$ cat src/rtl/npc_ras_unit_pkg.sv
// Shared next-PC select encodings and target helpers for the fetch-stage PC unit.
package npc_ras_unit_pkg;

   localparam logic [1:0] NPC_SEL_SEQ = 2'd0;
   localparam logic [1:0] NPC_SEL_BR  = 2'd1;
   localparam logic [1:0] NPC_SEL_J   = 2'd2;
   localparam logic [1:0] NPC_SEL_JR  = 2'd3;

   localparam logic [4:0] RA_REG = 5'd31;

   // Branch offset is a word offset relative to the delay-slot address.
   function automatic logic [31:0] br_target(input logic [31:0] pc4, input logic [15:0] imm);
      return pc4 + {{14{imm[15]}}, imm, 2'b00};
   endfunction

   function automatic logic [31:0] j_target(input logic [3:0] pc4_hi, input logic [25:0] idx);
      return {pc4_hi, idx, 2'b00};
   endfunction

endpackage

$ cat src/rtl/npc_ras_stack.sv
// Circular return-address stack: a full push overwrites the oldest entry, and an
// empty pop is ignored. Push and pop together replace the top in place.
module npc_ras_stack #(
   parameter int unsigned DEPTH = 8,
   parameter int unsigned W     = 32
) (
   input  logic         clk_i,
   input  logic         rst_ni,
   input  logic         push_i,
   input  logic         pop_i,
   input  logic [W-1:0] push_data_i,
   output logic [W-1:0] top_o,
   output logic         valid_o
);

   localparam int unsigned PtrW = (DEPTH > 1) ? $clog2(DEPTH) : 1;
   localparam int unsigned CntW = $clog2(DEPTH + 1);

   logic [W-1:0]    mem_q [DEPTH];
   logic [W-1:0]    mem_d [DEPTH];
   logic [PtrW-1:0] ptr_q, ptr_d, top_idx;
   logic [CntW-1:0] cnt_q, cnt_d;

   // ptr_q is the next free slot, so the top lives one below it (mod DEPTH).
   assign top_idx = ptr_q - PtrW'(1);
   assign valid_o = (cnt_q != '0);
   assign top_o   = valid_o ? mem_q[top_idx] : '0;

   always_comb begin
      mem_d = mem_q;
      ptr_d = ptr_q;
      cnt_d = cnt_q;
      if (push_i && pop_i) begin
         if (cnt_q == '0) begin
            mem_d[ptr_q] = push_data_i;
            ptr_d        = ptr_q + PtrW'(1);
            cnt_d        = CntW'(1);
         end else begin
            mem_d[top_idx] = push_data_i;
         end
      end else if (push_i) begin
         mem_d[ptr_q] = push_data_i;
         ptr_d        = ptr_q + PtrW'(1);
         if (cnt_q != CntW'(DEPTH)) begin
            cnt_d = cnt_q + CntW'(1);
         end
      end else if (pop_i && (cnt_q != '0)) begin
         ptr_d = top_idx;
         cnt_d = cnt_q - CntW'(1);
      end
   end

   always_ff @(posedge clk_i or negedge rst_ni) begin
      if (!rst_ni) begin
         mem_q <= '{default: '0};
         ptr_q <= '0;
         cnt_q <= '0;
      end else begin
         mem_q <= mem_d;
         ptr_q <= ptr_d;
         cnt_q <= cnt_d;
      end
   end

endmodule

$ cat src/rtl/npc_ras_unit.sv
// Fetch PC register and next-PC select with one delay slot, plus a return-address
// stack and return-hit counters that observe (but never steer) register jumps.
module npc_ras_unit
   import npc_ras_unit_pkg::*;
#(
   parameter logic [31:0] RESET_PC  = 32'h0000_3000,
   parameter logic [31:0] EXC_VEC   = 32'h0000_4180,
   parameter int unsigned RAS_DEPTH = 8,
   parameter int unsigned CNT_W     = 16
) (
   input  logic             clk,
   input  logic             rst_n,
   input  logic             stall_f,
   input  logic             d_valid,
   input  logic [1:0]       npc_sel_d,
   input  logic             cmp_taken_d,
   input  logic             link_d,
   input  logic [31:0]      instr_d,
   input  logic [31:0]      pc4_d,
   input  logic [31:0]      j_reg,
   input  logic             exc_req,
   input  logic             eret_req,
   input  logic [31:0]      epc,
   input  logic             perf_clr,
   output logic [31:0]      pc_f,
   output logic [31:0]      pc4_f,
   output logic             pc_misalign,
   output logic [31:0]      ras_top,
   output logic             ras_valid,
   output logic             ras_hit,
   output logic [CNT_W-1:0] ret_cnt,
   output logic [CNT_W-1:0] ret_hit_cnt
);

   logic [31:0]      pc_q, pc_d;
   logic             ras_hit_q, ras_hit_d;
   logic [CNT_W-1:0] ret_cnt_q, ret_cnt_d;
   logic [CNT_W-1:0] ret_hit_cnt_q, ret_hit_cnt_d;
   logic             accept, ret, push, hit_now;
   logic             unused_instr;

   assign unused_instr = ^{instr_d[31:26], instr_d[20:16]};

   assign accept  = d_valid & ~stall_f & ~exc_req & ~eret_req;
   assign ret     = accept & (npc_sel_d == NPC_SEL_JR) & (instr_d[25:21] == RA_REG) & ~link_d;
   assign push    = accept & link_d & (npc_sel_d != NPC_SEL_SEQ);
   assign hit_now = ret & ras_valid & (ras_top == j_reg);

   npc_ras_stack #(
      .DEPTH (RAS_DEPTH),
      .W     (32)
   ) u_stack (
      .clk_i       (clk),
      .rst_ni      (rst_n),
      .push_i      (push),
      .pop_i       (ret),
      .push_data_i (pc4_d + 32'd4),
      .top_o       (ras_top),
      .valid_o     (ras_valid)
   );

   always_comb begin
      pc_d = pc_q + 32'd4;
      if (exc_req) begin
         pc_d = EXC_VEC;
      end else if (eret_req) begin
         pc_d = epc;
      end else if (stall_f) begin
         pc_d = pc_q;
      end else if (d_valid) begin
         case (npc_sel_d)
            NPC_SEL_BR: if (cmp_taken_d) pc_d = br_target(pc4_d, instr_d[15:0]);
            NPC_SEL_J:  pc_d = j_target(pc4_d[31:28], instr_d[25:0]);
            NPC_SEL_JR: pc_d = j_reg;
            default:    pc_d = pc_q + 32'd4;
         endcase
      end
   end

   // perf_clr beats any same-cycle increment; both counters stick at all-ones.
   always_comb begin
      ras_hit_d     = hit_now;
      ret_cnt_d     = ret_cnt_q;
      ret_hit_cnt_d = ret_hit_cnt_q;
      if (perf_clr) begin
         ret_cnt_d     = '0;
         ret_hit_cnt_d = '0;
      end else begin
         if (ret && (ret_cnt_q != '1)) begin
            ret_cnt_d = ret_cnt_q + CNT_W'(1);
         end
         if (hit_now && (ret_hit_cnt_q != '1)) begin
            ret_hit_cnt_d = ret_hit_cnt_q + CNT_W'(1);
         end
      end
   end

   always_ff @(posedge clk or negedge rst_n) begin
      if (!rst_n) begin
         pc_q          <= RESET_PC;
         ras_hit_q     <= 1'b0;
         ret_cnt_q     <= '0;
         ret_hit_cnt_q <= '0;
      end else begin
         pc_q          <= pc_d;
         ras_hit_q     <= ras_hit_d;
         ret_cnt_q     <= ret_cnt_d;
         ret_hit_cnt_q <= ret_hit_cnt_d;
      end
   end

   assign pc_f        = pc_q;
   assign pc4_f       = pc_q + 32'd4;
   assign pc_misalign = (pc_q[1:0] != 2'b00);
   assign ras_hit     = ras_hit_q;
   assign ret_cnt     = ret_cnt_q;
   assign ret_hit_cnt = ret_hit_cnt_q;

endmodule

$ cat config.mk
export PLATFORM = sky130hd
export DESIGN_NAME = npc_ras_unit
export DESIGN_NICKNAME = d
export VERILOG_FILES = /design/src/rtl/npc_ras_unit_pkg.sv /design/src/rtl/npc_ras_stack.sv /design/src/rtl/npc_ras_unit.sv
export SDC_FILE = /design/constraint.sdc
export NUM_CORES = 1
export LEC_CHECK = 0
export ABC_AREA = 1
export BUFFER_PORTS_ARGS = -buffer_cell sky130_fd_sc_hd__buf_2
export CAP_MARGIN = 20
export CORE_AREA = 2 2 209 211
export DETAILED_ROUTE_END_ITERATION = 8
export DIE_AREA = 0 0 211 213
export PLACE_DENSITY_LB_ADDON = 0.3
export SYNTH_ARGS = -nofsm -noshare
export SYNTH_HDL_FRONTEND = slang
export SYNTH_SLANG_ARGS = --single-unit
$ cat constraint.sdc
create_clock -name clk -period 3.5 [get_ports clk]
set_clock_uncertainty 0.05 [all_clocks]
set_input_delay 0.7 -clock clk [delete_from_list [all_inputs] [get_ports clk]]
set_output_delay 0.7 -clock clk [all_outputs]
set_load 0.01 [all_outputs]
# ---- Word-level counts from Yosys, hierarchy flattened
# Cells that the tools add are included.
dict set report totals {
  register_bits 328
  in_bits 139
}
dict set report op_classes {
  n_addsub 9
  n_lt_le_gt_ge 4
  eq_ne 11
  mux 32
  bitwise 16
  reduce_logical 16
}
# op n
set ops {}
lappend ops {{2-to-1 mux 256 bit} 3}
lappend ops {{bitwise mux 256 bit} 2}
lappend ops {{2-to-1 mux 32 bit} 10}
lappend ops {{demux 32 bit (select 3 bit)} 2}
lappend ops {{binary-select mux 32 bit (select 3 bit)} 1}
lappend ops {{one-hot mux 32 bit (3 select lines)} 1}
lappend ops {{adder 32 x 3 -> 32 bit, second input constant} 2}
lappend ops {{2-to-1 mux 16 bit} 4}
lappend ops {{adder 16 x 1 -> 16 bit, second input constant} 2}
lappend ops {{adder 32 bit} 1}
lappend ops {{equality test 32 bit} 1}
lappend ops {{!= test 16 bit, second input constant} 2}
lappend ops {{2-to-1 mux 4 bit} 5}
lappend ops {{2-to-1 mux 3 bit} 4}
lappend ops {{bitwise AND 1 bit} 10}
lappend ops {{nonzero test 2 bit} 5}
lappend ops {{greater-or-equal comparator 4 bit, second input constant} 2}
lappend ops {{< comparator 4 x 1 -> 1 bit, second input constant} 2}
lappend ops {{inverter 3 -> 4 bit} 2}
lappend ops {{logical AND 1 bit} 6}
lappend ops {{equality test 5 bit, second input constant} 1}
lappend ops {{adder 4 x 1 -> 4 bit, second input constant} 1}
lappend ops {{equality test 2 bit, second input constant} 2}
lappend ops {{logical NOT 4 bit} 1}
lappend ops {{13 further kinds} 16}

# ---- Longest topological paths before layout
dict set report depth {
  ltp_word 12
  ltp_mapped 25
}

# ---- Modules after synthesis
# A second synthesis with hierarchy kept.
dict set report unflattened {
  hier_cells 3549
  area_unflattened_um2 24299.6
}
# mod n_inst cells_per_inst area_each_um2 seq_area_each_um2
set by_module_without_submodules {}
lappend by_module_without_submodules {npc_ras_stack 1 1903 15118.2 6581.3}
lappend by_module_without_submodules {npc_ras_unit 1 1646 9181.3 1629.1}

# ---- Least setup slack after synthesis
# No wires, ideal clock.
dict set report synth_path {
  kind {register -> register}
  from {reg u_stack.ptr_q[0]}
  to {reg ret_hit_cnt_q[11], in the netlist ret_hit_cnt[11]}
  setup_time_ps 117
  t_arrival_ps 2818
  required_ps 3333
  setup_slack_ps 515
  path_stages_with_launch 25
  path_buffers 6
  synth_period_minus_slack_ps 2985
  path_cell_list {dfrtp_1 > inv_2 > buf_2 > buf_2 > ha_1 > buf_2 > inv_1 > buf_2 > buf_2 > nand2_1 > nand2_1 > nand2_1 > nand2_1 > nand2_1 > nand2_1 > nand2_1 > nor2_1 > nand2_1 > nor2_1 > nand2_1 > nor2_1 > nand3_2 > buf_2 > nand3_1 > nand2_1}
}
dict set report synth_via {
  elab_chain_cells 10
}
# element line
set synth_lines {}
lappend synth_lines {{from (decl)} npc_ras_stack.sv:21} ;# logic [PtrW-1:0] ptr_q, ptr_d, top_idx;
lappend synth_lines {{from (signal assigned)} npc_ras_stack.sv:60} ;# ptr_q <= ptr_d;
lappend synth_lines {{subtractor 3 x 1 -> 3 bit} npc_ras_stack.sv:25} ;# assign top_idx = ptr_q - PtrW'(1);
lappend synth_lines {{inverter 3 -> 4 bit (not written as such)} npc_ras_stack.sv:27} ;# assign top_o = valid_o ? mem_q[top_idx] : '0;
lappend synth_lines {{binary-select mux 32 bit (select 3 bit)} npc_ras_stack.sv:27}
lappend synth_lines {{2-to-1 mux 32 bit (not written as such) (2 in series)} npc_ras_stack.sv:27}
lappend synth_lines {{2-to-1 mux 32 bit} npc_ras_stack.sv:27}
lappend synth_lines {{equality test 32 bit} npc_ras_unit.sv:47} ;# assign hit_now = ret & ras_valid & (ras_top == j_reg);
lappend synth_lines {{bitwise AND 1 bit} npc_ras_unit.sv:47}
lappend synth_lines {{logical AND 1 bit} npc_ras_unit.sv:92} ;# if (hit_now && (ret_hit_cnt_q != '1)) begin
lappend synth_lines {{nonzero test 2 bit (no source line)} -}
lappend synth_lines {{to (signal assigned)} npc_ras_unit.sv:108} ;# ret_hit_cnt_q <= ret_hit_cnt_d;
lappend synth_lines {{to (decl)} npc_ras_unit.sv:38} ;# logic [CNT_W-1:0] ret_hit_cnt_q, ret_hit_cnt_d;
# Every way passes these cells. The select of a mux whose other input is x is not followed.
# A chain may end at the register's enable or synchronous reset.

# ---- Worst setup path in the final report
dict set report layout_path {
  from {reg u_stack.ptr_q[0]}
  to {out ras_top[12]}
}
dict set report layout_via {
  elab_chain_cells 6
}
# element line
set layout_lines {}
lappend layout_lines {{subtractor 3 x 1 -> 3 bit} npc_ras_stack.sv:25}
lappend layout_lines {{inverter 3 -> 4 bit (not written as such)} npc_ras_stack.sv:27}
lappend layout_lines {{binary-select mux 32 bit (select 3 bit)} npc_ras_stack.sv:27}
lappend layout_lines {{2-to-1 mux 32 bit (not written as such) (2 in series)} npc_ras_stack.sv:27}
lappend layout_lines {{2-to-1 mux 32 bit} npc_ras_stack.sv:27}
lappend layout_lines {{to (decl)} npc_ras_unit.sv:28} ;# output logic [31:0] ras_top,
# Every way passes these cells. The select of a mux whose other input is x is not followed.

==> qor.yml <==
outcome: "complete, no violations"
die_h_um: 213
most_used_cells_in_the_layout_excluding_fill_and_tap_cells: "sky130_fd_sc_hd__nand2_1, sky130_fd_sc_hd__dfrtp_1, sky130_fd_sc_hd__o21ai_0"
cts_root_buffer: "sky130_fd_sc_hd__clkbuf_16"
place_congestion: 1.02
leakage_nw: 13.2
syn_inst: 3224
worst-endpoint-arrival_ns: 2.72
cts_hold_buffers: 0
ys.warnings.count: 0
clkSinkCount: 328
worst_path_most_repeated_cell: "sky130_fd_sc_hd__nand2_1"
largest_driver_fanout_on_the_critical_path: 20
drt.antenna.violating_nets: 0
rrSetupSlack_ns: 0.26
critical_path.reg2reg.startpoint: "u_stack.ptr_q[0]"
detailed_route_wire_length_on_metal_1_mm: 32.4
worstSetupPathType: "reg -> out"
tritoncts_clock_tree: "done"
wl_met3_mm: 7.26
total_routing_usage_gr_pct: 33.0
routed_wirelength_mm: 74.9
worst_pin_slew_ns: 0.958
global_route.overflow_total: 0
grt_start_max_net_pins: 140
global_route_wire_length_before_repair_mm: 115
max-slew-margin-rel_pct: 36.0
avgViaCountPerCell: 5.48
die_area_um2: 44900
critPathMaxStageDelay_ns: 0.50
die_x_um: 211
crit_buf_inv: 6
detail_route.iter0.violations: 2839
hold_path_class: "in -> async"
initial_core_utilization_pct: 49.5
final_nets: 3649
post_drt_wl_per_cell_um: 18.5
endpoint_kind: "primary output"
dpl_cell_area_um2: 23300
floorplan.rows: 76
avgSynthCellArea_um2: 6.56
achievable_freq_ghz: 0.288
area_growth_from_synthesis_to_final_layout_pct: 17.1
critical_path.top_delay_family: "buffers and inverters"
worstSkewPairLatency_ns: 0.58
unrepaired_setup_endpoints_after_global_routing: "yes"
vdd_ir_drop_max_mv: 1.05
placement.io_buffers: 263
worstReg2RegEnd: "ret_hit_cnt[15]"
met2WireLength_mm: 32.7
critPathLaunchType: "flip-flop"
crit_path_top_delay_cell: "sky130_fd_sc_hd__dfrtp_4"
holdWs_ns: 0.0427
reg2reg_path_depth: 20
number_of_buffers_on_the_longest_clock_path: 3
maxUsedRoutingLayer: "met5"
synth_flop_cell: "sky130_fd_sc_hd__dfrtp_1"
io_pins: 270
coreArea_um2: 42700
cellPowerDensity_nw_per_um2: 592
synth_seq_cells: 328
required_ns: 2.75
dp_hpwl_mm: 54.0
final-max-slew-violation-count: 0
ys_async_sr_fraction_pct: 100
post_detailed_route_drc_marker_count: 0
cts_inserted_buffers: 39
synth.yosys.seq_area_share_pct: 38.8
first_pass_iters: 7
period_minus_slack_ns: 3.47
critical_path.cell_chain: "clkinv_2, ha_2, inv_2, buf_12, nand2_1, nand2_1, nand2_1, nand2_1, nand2_1, buf_4, inv_1, buf_2"
max_cap_viol_count: 0
post_synth_num_cell_types: 50
grt_pass1_vias: 20236
synth_edf_count: 0
antenna_found_initial: 9
timing_hold_violations_final: 0
post_route_cells_drive_above_1_share_pct: 13.7
synthesized_net_count: 3402
cts.reportedPaths.clkPinSlew_ns: 0.06
mostFrequentLayoutCell: "sky130_fd_sc_hd__nand2_1"
routed-via-count: 22224
htree_num_levels: 2
synthesis.area_um2: 21100
nFillCells: 4142
postLayoutCellArea_um2: 24800
period_share_pct: 99.2
final_number_of_setup_violating_endpoints: 0
==> timing repair <==
action,4_1_cts,5_1_grt
endpoints found under the setup margin,19,18
pin swaps,0,3
buffers inserted,1,2
gates cloned,0,1
gates resized for setup,4,19
==> metrics by stage <==
step / utilization [%] / TNS (ns) / power (W) / setup WS [ns] / instances
floorplan: - / 0 / 0.00794 / 0.515 / 3224
global placement: 54.5 / 0 / 0.0101 / 0.252 / 3972
detailed placement: 54.5 / 0 / 0.0102 / 0.221 / 3972
CTS: 57.7 / 0 / 0.0144 / 0.0213 / 4043
global route: 58.0 / -0.123 / 0.0154 / -0.0416 / 4054
finish: 58.0 / 0 / 0.0146 / 0.0286 / 4056
==> worst max path at each step <==
stage                      from               to  depth (start not counted)
6_report       u_stack.ptr_q[0]      ras_top[12]                         12
5_1_grt        u_stack.ptr_q[0]      ras_top[21]                         12
4_1_cts        u_stack.ptr_q[0]      ras_top[18]                         12
3_5_place_dp   u_stack.ptr_q[0]  ret_hit_cnt[15]                         18
3_3_place_gp   u_stack.ptr_q[0]  ret_hit_cnt[15]                         18
2_1_floorplan  u_stack.ptr_q[0]  ret_hit_cnt[11]                         24
==> per-layer routing <==
layer | vias up | global-route usage (%)
met2 | 1045 | 49.3
met5 | - | 0
met4 | 2 | 12.7
met3 | 143 | 5.60
met1 | 10262 | 47.8
li1 | 10772 | -
==> kinds of logic after synthesis <==
kind of cell,Yosys count,synth area share (%)
buffers and inverters,418,7.99
AO/OA/AOI/OAI,486,12.3
adder cells (fa/ha/maj),39,2.38
flip-flops,328,38.8
XOR/XNOR,57,2.50
AND/OR/NAND/NOR,1896,35.9
==> final cells by class <==
| cell class | count | area [um^2] | area share (%) |
|---|---|---|---|
| well taps | 546 | 683 | 2.76 |
| repair buffers | 348 | 2130 | 8.60 |
| multi-input cells | 2478 | 11300 | 45.8 |
| diodes | 10 | 25.0 | 0.101 |
| flip-flops and latches | 328 | 8220 | 33.2 |
| inverters | 276 | 1040 | 4.19 |
| clock inverters | 10 | 121 | 0.490 |
| clock buffers | 60 | 1210 | 4.87 |
==> registers in the layout, indices dropped and copies added (netlist names) <==
signal and flops:
ret_cnt 16, ras_hit 1, u_stack.ptr_q 3, ret_hit_cnt 16, u_stack.mem_q 256, pc_f 32, u_stack.cnt_q 4
==> cell usage after synthesis (10+ instances only) <==
library cell               number  area share (%)
sky130_fd_sc_hd__ha_1          37             2.2
sky130_fd_sc_hd__inv_1        263             4.7
sky130_fd_sc_hd__clkbuf_1      72             1.3
sky130_fd_sc_hd__xnor2_1       10            0.41
sky130_fd_sc_hd__nor4_1        10            0.30
sky130_fd_sc_hd__nand2_1     1344              24
sky130_fd_sc_hd__o21ai_0      296             7.0
sky130_fd_sc_hd__nand3_1      158             3.7
sky130_fd_sc_hd__nor2_1       276             4.9
sky130_fd_sc_hd__nor3_1        39            0.92
sky130_fd_sc_hd__o211ai_1      11            0.39
sky130_fd_sc_hd__a21oi_1      116             2.7
sky130_fd_sc_hd__nor2_2        10            0.30
sky130_fd_sc_hd__buf_2         48             1.1
sky130_fd_sc_hd__buf_1         10            0.18
sky130_fd_sc_hd__nand4_1       33            0.98
sky130_fd_sc_hd__o22ai_1       15            0.44
sky130_fd_sc_hd__xor2_1        43             1.8
sky130_fd_sc_hd__dfrtp_1      326              39
sky130_fd_sc_hd__inv_2         11            0.20
==> power breakdown <==
| group | internal (W) | leakage [nW] | switching, W |
|---|---|---|---|
| Clock | 0.00252 | 0.655 | 0.00171 |
| Sequential | 0.00427 | 4.39 | 0.000301 |
| Combinational | 0.00175 | 8.17 | 0.00409 |
Power figures use the tool's default switching activity.
